--- src/rtl/edge_event_arbiter.sv ---
`default_nettype none
// ---------------------------------------------------------------------------
// edge_event_arbiter : round-robin arbiter turning per-channel edge pulses
//                      into a ready/valid event stream with overflow flags.
// Revision: 1.0
// ---------------------------------------------------------------------------
module edge_event_arbiter #(
  parameter int NCH = 4,
  parameter int CW  = (NCH > 1) ? $clog2(NCH) : 1
) (
  input  logic           clk,
  input  logic           n_rst,
  input  logic [NCH-1:0] pos_edge,
  input  logic [NCH-1:0] neg_edge,
  input  logic [NCH-1:0] chan_en,
  input  logic           clr_ovf,
  output logic           evt_valid,
  input  logic           evt_ready,
  output logic [CW-1:0]  evt_chan,
  output logic           evt_pol,
  output logic [NCH-1:0] ovf,
  output logic           busy
);

  typedef enum logic [0:0] {
    IDLE    = 1'b0,
    PRESENT = 1'b1
  } state_t;

  state_t         state_q, state_d;
  logic [NCH-1:0] pend_pos_q, pend_pos_d;
  logic [NCH-1:0] pend_neg_q, pend_neg_d;
  logic [NCH-1:0] ovf_q, ovf_d;
  logic [CW-1:0]  rr_ptr_q, rr_ptr_d;
  logic [CW-1:0]  evt_chan_q, evt_chan_d;
  logic           evt_pol_q, evt_pol_d;

  logic [NCH-1:0] elig;
  logic [NCH-1:0] clr_pos;
  logic [NCH-1:0] clr_neg;
  logic [NCH-1:0] kept_pos;
  logic [NCH-1:0] kept_neg;
  logic [CW-1:0]  next_ptr;
  logic [CW-1:0]  search_start;
  logic [CW-1:0]  grant_chan;
  logic           grant_pos;
  logic           found;
  logic           handshake;
  logic           grant;

  function automatic int wrap_idx(input int start, input int k);
    return (start + k) % NCH;
  endfunction

  always_comb begin
    state_d      = state_q;
    rr_ptr_d     = rr_ptr_q;
    evt_chan_d   = evt_chan_q;
    evt_pol_d    = evt_pol_q;
    found        = 1'b0;
    grant_chan   = '0;
    grant_pos    = 1'b0;
    clr_pos      = '0;
    clr_neg      = '0;
    kept_pos     = '0;
    kept_neg     = '0;
    pend_pos_d   = '0;
    pend_neg_d   = '0;
    ovf_d        = clr_ovf ? '0 : ovf_q;

    // Disabled channels are masked so a just-disabled channel is never granted.
    elig         = (pend_pos_q | pend_neg_q) & chan_en;
    handshake    = (state_q == PRESENT) && evt_ready;
    next_ptr     = CW'((int'(evt_chan_q) + 1) % NCH);
    search_start = handshake ? next_ptr : rr_ptr_q;

    for (int k = 0; k < NCH; k++) begin
      if (!found && elig[wrap_idx(int'(search_start), k)]) begin
        found      = 1'b1;
        grant_chan = CW'(wrap_idx(int'(search_start), k));
        grant_pos  = pend_pos_q[wrap_idx(int'(search_start), k)];
      end
    end

    grant = found && ((state_q == IDLE) || handshake);

    for (int i = 0; i < NCH; i++) begin
      clr_pos[i]    = grant && grant_pos && (grant_chan == CW'(i));
      clr_neg[i]    = grant && !grant_pos && (grant_chan == CW'(i));
      kept_pos[i]   = pend_pos_q[i] & ~clr_pos[i];
      kept_neg[i]   = pend_neg_q[i] & ~clr_neg[i];
      pend_pos_d[i] = chan_en[i] & (kept_pos[i] | pos_edge[i]);
      pend_neg_d[i] = chan_en[i] & (kept_neg[i] | neg_edge[i]);
      // A fresh pulse onto a still-pending bit is dropped and flagged.
      if (chan_en[i] && ((kept_pos[i] && pos_edge[i]) || (kept_neg[i] && neg_edge[i]))) begin
        ovf_d[i] = 1'b1;
      end
    end

    if (handshake) begin
      rr_ptr_d = next_ptr;
      state_d  = IDLE;
    end
    if (grant) begin
      state_d    = PRESENT;
      evt_chan_d = grant_chan;
      evt_pol_d  = grant_pos;
    end
  end

  always_ff @(posedge clk) begin
    if (!n_rst) begin
      state_q    <= IDLE;
      pend_pos_q <= '0;
      pend_neg_q <= '0;
      ovf_q      <= '0;
      rr_ptr_q   <= '0;
      evt_chan_q <= '0;
      evt_pol_q  <= 1'b0;
    end else begin
      state_q    <= state_d;
      pend_pos_q <= pend_pos_d;
      pend_neg_q <= pend_neg_d;
      ovf_q      <= ovf_d;
      rr_ptr_q   <= rr_ptr_d;
      evt_chan_q <= evt_chan_d;
      evt_pol_q  <= evt_pol_d;
    end
  end

  assign evt_valid = (state_q == PRESENT);
  assign evt_chan  = evt_chan_q;
  assign evt_pol   = evt_pol_q;
  assign ovf       = ovf_q;
  assign busy      = (|pend_pos_q) || (|pend_neg_q) || evt_valid;

endmodule
`default_nettype wire

--- config.mk ---
export PLATFORM = sky130hd
export DESIGN_NAME = edge_event_arbiter
export DESIGN_NICKNAME = d
export VERILOG_FILES = /design/src/rtl/edge_event_arbiter.sv
export SDC_FILE = /design/constraint.sdc
export NUM_CORES = 1
export LEC_CHECK = 0
export CAP_MARGIN = 40
export CORE_ASPECT_RATIO = 1.1
export CORE_MARGIN = 4
export CORE_UTILIZATION = 46
export DETAILED_ROUTE_END_ITERATION = 10
export GPL_ROUTABILITY_DRIVEN = 0
export PLACE_DENSITY = 0.8
export SYNTH_ARGS = -nofsm -noshare
export SYNTH_HDL_FRONTEND = slang
export SYNTH_SLANG_ARGS = --single-unit
--- constraint.sdc ---
create_clock -name clk -period 5.5 [get_ports clk]
set_input_delay 1.1 -clock clk [delete_from_list [all_inputs] [get_ports clk]]
set_output_delay 1.1 -clock clk [all_outputs]
set_load 0.01 [all_outputs]
* Yosys cells after proc, flatten, opt, wreduce, memory -nomap -nowiden
Cells that the tools add are included. W data, S select, Z words.
Storage, ports and cells: bits in registers 18, output and inout bits 9, memories kept 0, latch bits 0, word-level logic and storage cells 150, memory bits (read-only) 0, bits in writable memories 0, bits of input ports 16
Operators by class: bitwise gates (word level) 38, multiplexer cells 42, $add $sub $neg 4, divide/modulo/power cells 0, reductions and logical operators 49, magnitude comparators 4, eq/ne operators 3, shifts and indexed selects 0, multipliers 0
Operator list (number):
- $mux W1 | 28
- $logic_and A1 B1 Y1 | 27
- $and A1 B1 Y1 | 16
- $bmux W1 S2 | 8
- $lt A3 B4 Y1 const B | 3
- $mux W2 | 5
- $reduce_bool A2 Y1 | 5
- $not A1 Y1 | 9
- $or A1 B1 Y1 | 8
- $reduce_or A4 Y1 | 2
- $logic_or A1 B1 Y1 | 7
- $reduce_or A2 Y1 | 3
- $add A2 B1 Y2 const B | 2
- $add A2 B2 Y2 const B | 2
- $and A4 B4 Y4 | 1
- $eq A2 B2 Y1 const B | 2
- $logic_not A1 Y1 | 4
- $mux W4 | 1
- $or A4 B4 Y4 | 1
- $and A1 B1 Y1 const A | 3
- $lt A2 B3 Y1 const B | 1
- $eq A2 B1 Y1 const B | 1
- $logic_not A2 Y1 | 1

* Longest topological paths before layout
Gate-level depths: netlist of run 1.
depth after elaboration 25, depth in mapped cells 9, mapped depth without buffers 7

* Least setup slack after synthesis of run 1
No wires, ideal clock.
path type input to register, from in chan_en[2], to reg ovf_q[1], in the netlist ovf[1], library setup time 128 ps, data required time 5372 ps, path buffers 2, path slack 2558 ps, cell stages on the path 9, arrival 2814 ps, cell sequence buf_2 > o21a_1 > or4_4 > a2111oi_4 > a41o_2 > a22oi_4 > buf_6 > o21ai_1 > a22oi_1
Between the ends: longest elaborated chain between the ends 22, elaborated cells between the ends (all ways) 47, those cells by class eq/ne (1); mux (24); bitwise (5); reduce/logical (17)
RTL lines:
- from (decl) | RTL line 15 | input logic [NCH-1:0] chan_en,
- $and A4 B4 Y4 (*) | RTL line 72 | elig = (pend_pos_q | pend_neg_q) & chan_en;
- $bmux W1 S2 | RTL line 78 | if (!found && elig[wrap_idx(int'(search_start), k)]) begin
- $mux W1 (implied by the code) | RTL line 78
- $mux W1 | RTL line 78
- $logic_not A1 Y1 | RTL line 78
- $logic_and A1 B1 Y1 | RTL line 78
- $mux W1 | RTL line 78
- $logic_not A1 Y1 | RTL line 78
- (+5 left out)
- $logic_and A1 B1 Y1 or $logic_not A1 Y1 (tied branches) | RTL line 85, 89
- $logic_and A1 B1 Y1 (on tied branches) (2 in a row) | RTL line 88, 89
- $not A1 Y1 (on tied branches) | RTL line 90, 91
- $and A1 B1 Y1 (on tied branches) | RTL line 90, 91
- $logic_and A1 B1 Y1 | RTL line 95 | if (chan_en[i] && ((kept_pos[i] && pos_edge[i]) || (kept_neg[i] && neg_edge[i]))) begin
- $logic_or A1 B1 Y1 (*) | RTL line 95
- $logic_and A1 B1 Y1 (*) | RTL line 95
- $mux W1 or $reduce_bool A2 Y1 (tied branches)
- to (signal assigned) | RTL line 124 | ovf_q <= ovf_d;
- to (decl) | RTL line 33 | logic [NCH-1:0] ovf_q, ovf_d;
Mark *: on every way between the ends. The rest lies on a longest branch, timed or not. The select of a mux whose other input is x is not followed. A chain may end at the register's enable or synchronous reset.

* Worst setup path after layout of run 1
from in chan_en[2], to reg ovf_q[3], in the netlist ovf[3]
Same word-level chain as after synthesis.

==> flow_summary.ini, run 1 <==
[logic_synthesis]
synth_top_area_cell = dfxtp_1
synthCells = 169
synth.cell_area_um2 = 1370
synth-edff-count = 0
synth-seq-area-share = 0.263
syn-num-nets = 185
synth_seq_cells = 18
ys_top_cells_by_area = dfxtp_1 26%, nand2_1 5.2%, mux2i_1 4.4%
synth_cell_types = 48
avgSynthCellArea_um2 = 8.09
synthFlopType = dfxtp_1
yosysWarnings = 0
synth_top_area_frac = 0.263
postSynth.asyncResetShare = 0

[timing]
period_share = 0.637
whs_ns = 0.511
hold_viol_final = 0
min_period_ns = 3.50
layout_setup_ws_ns = 2.00
relSlewSlack = 0.507
finClkSkew_ns = 0.00322
final_max_slew_viol_count = 0
fmax_mhz = 285
setup_viol = 0
rsz0062_at_grt = no
worst_pin_slew_ns = 0.732
tns_ns = 0

[clock_tree]
cts_root_buf = clkbuf_4
clk_latency_ns = 0.30
htreeDepth = 1
cts.sinks = 18
cts_setup_buffers = 0
clk_pin_slew_worst_paths_ns = 0.11
numCtsBuffers = 3
cts_max_path_buffers = 2
cts_tree = built
cts_resized = 0
holdBufCountCts = 0

[worst_setup_path]
crit_path_start_kind = input port
slowest_stage = clkdlybuf4s50_1
critPathKind = input port to register
critPathCaptureType = register
crit_chain = clkdlybuf4s50_1 > o21ai_0 > nand4_1 > nor2b_1 > nand4_1 > a211oi_1 > o21ai_1 > a32o_1
max_stage_delay_ns = 0.65
cp.arrival_ns = 3.71
cp_max_fo = 9
cp.required_ns = 5.70
crit_top_cell = nand4_1

[outcome]
status = complete, no violations

[floorplan]
die_y_um = 65.2
rows = 20
start_util = 0.488
core_um2 = 2800
chipWidth_um = 60.0
dieArea_um2 = 3910
num_io_pins = 25

[placed_design]
io_buffers = 24
place_area_um2 = 1590
pre_cts_ws_ns = 1.74
hpwl_um = 2540

[route]
final_antenna_net_count = 0
first_pass_iters = 4
vias = 1326
via_per_inst = 6.00
drc = 0
wl_um = 3290
drtIter0Drc = 52
wire_per_inst_um = 14.9

[global_route]
grt_pass1_wl_um = 5810
overflow = 0
grtUsageTotal = 0.188
antenna_found_initial = 0
first_global_vias = 1298
grt_max_degree = 19

[power]
p_leak_nw = 0.605
clockPowerShare = 0.251
power_density_nw_per_um2 = 207
p_sw_uw = 111
vdd.ir_drop.worst_mv = 0.166
power_frac_comb = 0.309
p_int_uw = 226
p_sw_frac = 0.329
seq_power_share = 0.440

[layout]
fillers = 270
utilization = 0.580
layout.nets = 205
stdcell_area_um2 = 1630
drive_above_1_share = 0.106
syn_to_final_growth_pct = 18.8
antennaDiodeCount = 0

[flow_run]
drv_cap = 0

[hold_path]
hp-class = register to register
final cells by class:
| type | count | area [um^2] | area share |
|---|---|---|---|
| Multi-Input combinational cell | 136 | 925 | 0.569 |
| Sequential cell | 18 | 360 | 0.222 |
| Timing Repair Buffer | 24 | 240 | 0.148 |
| Tap cell | 33 | 41.3 | 0.0254 |
| Clock buffer | 4 | 36.3 | 0.0223 |
| Inverter | 6 | 22.5 | 0.0139 |
flip-flops by register name, indices dropped and copies added, names as in the netlist:
name and flops:
ovf 4, evt_pol 1, evt_chan 2, rr_ptr_q 2, pend_pos_q 4, evt_valid 1, pend_neg_q 4
synthesized netlist by cell type (2+ instances only):
cell       n
and2_1     4
a21oi_1    7
nand2_1   19
dfxtp_1   18
a211oi_1   6
buf_2      3
nor2b_1    6
o21a_1     6
o21ai_0   10
buf_6      3
a21boi_1   2
o21ai_1    7
nand2b_1   2
mux2i_1    6
clkbuf_1   3
o211ai_1   2
nand3_1    8
a21boi_0   3
inv_1      6
a22oi_1    2
a211oi_2   4
nor3_1     3
nor2_1    10
nand4_1    5
cell families after synthesis:
group | after synthesis | synth area share
AOI/OAI and AO/OA | 63 | 0.373
xor gates and xnor gates | 2 | 0.0128
buffers and inverters | 15 | 0.0604
DFF | 18 | 0.263
muxes | 7 | 0.0522
and+or+nand+nor | 64 | 0.238
worst max-delay path, delay by kind of cell:
kind / cells / cell delay [ns]
AO/OA/AOI/OAI: 4 / 1.21
buffers and inverters: 1 / 0.65
AND/OR/NAND/NOR: 3 / 0.74
through the flow:
stage | cells | total power, mW
after floorplan | 169 | 0.223
after global placement | 217 | 0.252
after detailed placement | 217 | 0.255
after CTS | 221 | 0.338
after global routing | 221 | 0.357
final | 221 | 0.337
power groups by stage:
stage / combinational [mW] / sequential, mW / clock, mW
CTS: 0.104 / 0.148 / 0.0858
floorplan: 0.0741 / 0.149 / 0
detailed placement: 0.104 / 0.151 / 0
global placement: 0.102 / 0.150 / 0
global route: 0.115 / 0.150 / 0.0921
finish: 0.104 / 0.148 / 0.0844
routing by layer:
metal	routed length (um)	share of wire	up-vias	global-route usage
li1	-	-	666	-
met1	1510	0.46	614	0.246
met2	1610	0.49	42	0.315
met3	151	0.046	4	0.0295
met4	22	0.0067	0	0.0526
met5	0	0	-	0
cell usage in the layout, fill, tap and decap left out, types with 2 or more instances in the layout:
master,count
a21oi_1,7
nand2b_1,2
nor3_1,3
clkbuf_4,3
mux2i_1,6
a22oi_1,2
nor2b_1,6
clkdlybuf4s50_1,24
nand2_1,19
a211oi_2,4
nand4_1,5
o21ai_1,7
a211oi_1,6
o21ai_0,10
and2_1,4
o211ai_1,2
a21boi_0,3
nand3_1,8
o21a_1,6
a21boi_1,2
nor2_1,10
dfxtp_1,18
inv_1,6
worst paths after layout:
kind / start / end / slack (ns) / cells after the start
worst max-delay path: chan_en[2] / ovf[3] / 2.00 / 8
worst min-delay path: ovf[3] / ovf[3] / 0.51 / 1
worst max register to register: pend_pos_q[2] / ovf[3] / 2.94 / 7
worst min register to register: ovf[3] / ovf[3] / 0.51 / 1
(Power assumes the default switching activity.)
==> run 2, diff against run 1 <==
Clock period 5.5 ns to 3.3 ns, I/O delays scaled along.
==> run 2 against run 1 <==
Against the previous run: global-route usage shrank 0.080 points; clock-buffer cell count is the same; clock power grew 69%; highest routed layer unchanged; core utilization grew 1.9 points; sequential share of layout area shrank 0.69 points; critical path type unchanged; non-clock buffer count grew 7; sequential power grew 67%.
==> flow_summary.ini, run 2 (synthesized netlist as in run 1, its figures left out) <==
[worst_setup_path]
max_stage_delay_ns = 0.49
cp.arrival_ns = 3.14
critPathKind = input port to register
cp.required_ns = 3.55
critPathCaptureType = register
path_delay_family = compound AO/OA/AOI/OAI gates
cp.buffers_inverters = 2
slowest_stage = clkdlybuf4s50_1
cp_max_fo = 15
crit_path_start_kind = input port
crit_chain = clkdlybuf4s50_1 > and2_1 > a21oi_4 > mux2i_1 > o221ai_2 > a22oi_4 > buf_4 > o21ai_1 > a21oi_1

[timing]
whs_ns = 0.477
setup_viol = 0
layout_setup_ws_ns = 0.408
finClkSkew_ns = 0.00294
period_share = 0.876
worst_pin_slew_ns = 0.688
relSlewSlack = 0.536
hold_viol_final = 0
tns_ns = 0
fmax_mhz = 346
rsz0062_at_grt = no
min_period_ns = 2.89
final_max_slew_viol_count = 0

[clock_tree]
cts_root_buf = clkbuf_4
cts_setup_buffers = 0
cts.sinks = 18
numCtsBuffers = 3
cts_max_path_buffers = 2
cts_resized = 0
cts_tree = built
htreeDepth = 1
clk_latency_ns = 0.30
holdBufCountCts = 0
clk_pin_slew_worst_paths_ns = 0.11

[route]
final_antenna_net_count = 0
vias = 1375
first_pass_iters = 4
drtIter0Drc = 44
wl_um = 3260
wire_per_inst_um = 14.3
drc = 0
via_per_inst = 6.03

[global_route]
grt_max_degree = 19
grtUsageTotal = 0.187
overflow = 0
antenna_found_initial = 0
grt_pass1_wl_um = 5780
first_global_vias = 1313

[floorplan]
start_util = 0.488
num_io_pins = 25
core_um2 = 2800
rows = 20
dieArea_um2 = 3910
die_y_um = 65.2
chipWidth_um = 60.0

[hold_path]
hp-class = register to register

[power]
clockPowerShare = 0.249
p_int_uw = 386
p_leak_nw = 0.639
power_density_nw_per_um2 = 342
p_sw_uw = 188
vdd.ir_drop.worst_mv = 0.243
power_frac_comb = 0.320
p_sw_frac = 0.327
seq_power_share = 0.431

[layout]
final_cell_mix = 24 x clkdlybuf4s50_1, 19 x nand2_1, 18 x dfxtp_1
fin_cells = 228
layout_commonest_cell = clkdlybuf4s50_1
antennaDiodeCount = 0
multi_input_comb_area_um2 = 925
drive_above_1_share = 0.138
fillers = 263
layout.nets = 212
syn_to_final_growth_pct = 22.7
regArea_um2 = 360

[outcome]
status = complete, no violations

[placed_design]
pre_cts_ws_ns = 0.0982
dp_cells = 224
io_buffers = 24
hpwl_um = 2520

[flow_run]
drv_cap = 0
==> run 2: cell types whose count changed in the layout (fill, tap and decap cells not counted) <==
cell,previous run,this run
buf_4,0,7
==> run 2: worst paths after layout <==
check | start | endpoint | slack [ns] | cells past startpoint
min reg2reg | ovf[3] | ovf[3] | 0.48 | 1
min | ovf[3] | ovf[3] | 0.48 | 1
max reg2reg | pend_pos_q[2] | ovf[3] | 0.85 | 8
max | evt_ready | pend_pos_q[1] | 0.41 | 9
==> run 2: final cells by class <==
| type | instances | area share |
|---|---|---|
| Multi-Input combinational cell | 136 | 0.551 |
| Tap cell | 33 | 0.0246 |
| Sequential cell | 18 | 0.215 |
| Clock buffer | 4 | 0.0216 |
| Timing Repair Buffer | 31 | 0.174 |
| Inverter | 6 | 0.0134 |
==> run 2: per-layer routing <==
metal / share of wire / global-route usage / wire length (um) / vias up
li1: - / - / - / 687
met1: 0.45 / 0.235 / 1470 / 641
met2: 0.48 / 0.307 / 1580 / 37
met3: 0.041 / 0.0255 / 135 / 10
met4: 0.024 / 0.0942 / 78 / 0
met5: 0 / 0 / 0 / -
==> run 2: through the flow <==
stage                util  area, um^2  total power, mW
floorplan               -        1370            0.371
global placement    0.586        1640            0.431
detailed placement  0.586        1640            0.434
CTS                 0.599        1680            0.578
global route        0.599        1680            0.610
finish              0.599        1680            0.574
==> run 2: power groups by stage <==
| stage | logic, mW | registers [mW] | clock network, mW |
|---|---|---|---|
| 2_1_floorplan | 0.124 | 0.248 | 0 |
| 3_3_place_gp | 0.180 | 0.251 | 0 |
| 3_5_place_dp | 0.183 | 0.251 | 0 |
| 4_1_cts | 0.184 | 0.247 | 0.147 |
| 5_1_grt | 0.203 | 0.249 | 0.157 |
| 6_report | 0.184 | 0.247 | 0.143 |
==> run 2: worst register-to-register path, stage by stage (launching register included) <==
cell and delay, ns:
dfxtp_1 0.41, o21ai_0 0.59, a211oi_1 0.09, o21ai_0 0.26
nand4_1 0.19, a211oi_1 0.32, buf_4 0.18, o21ai_1 0.06
a32o_1 0.24
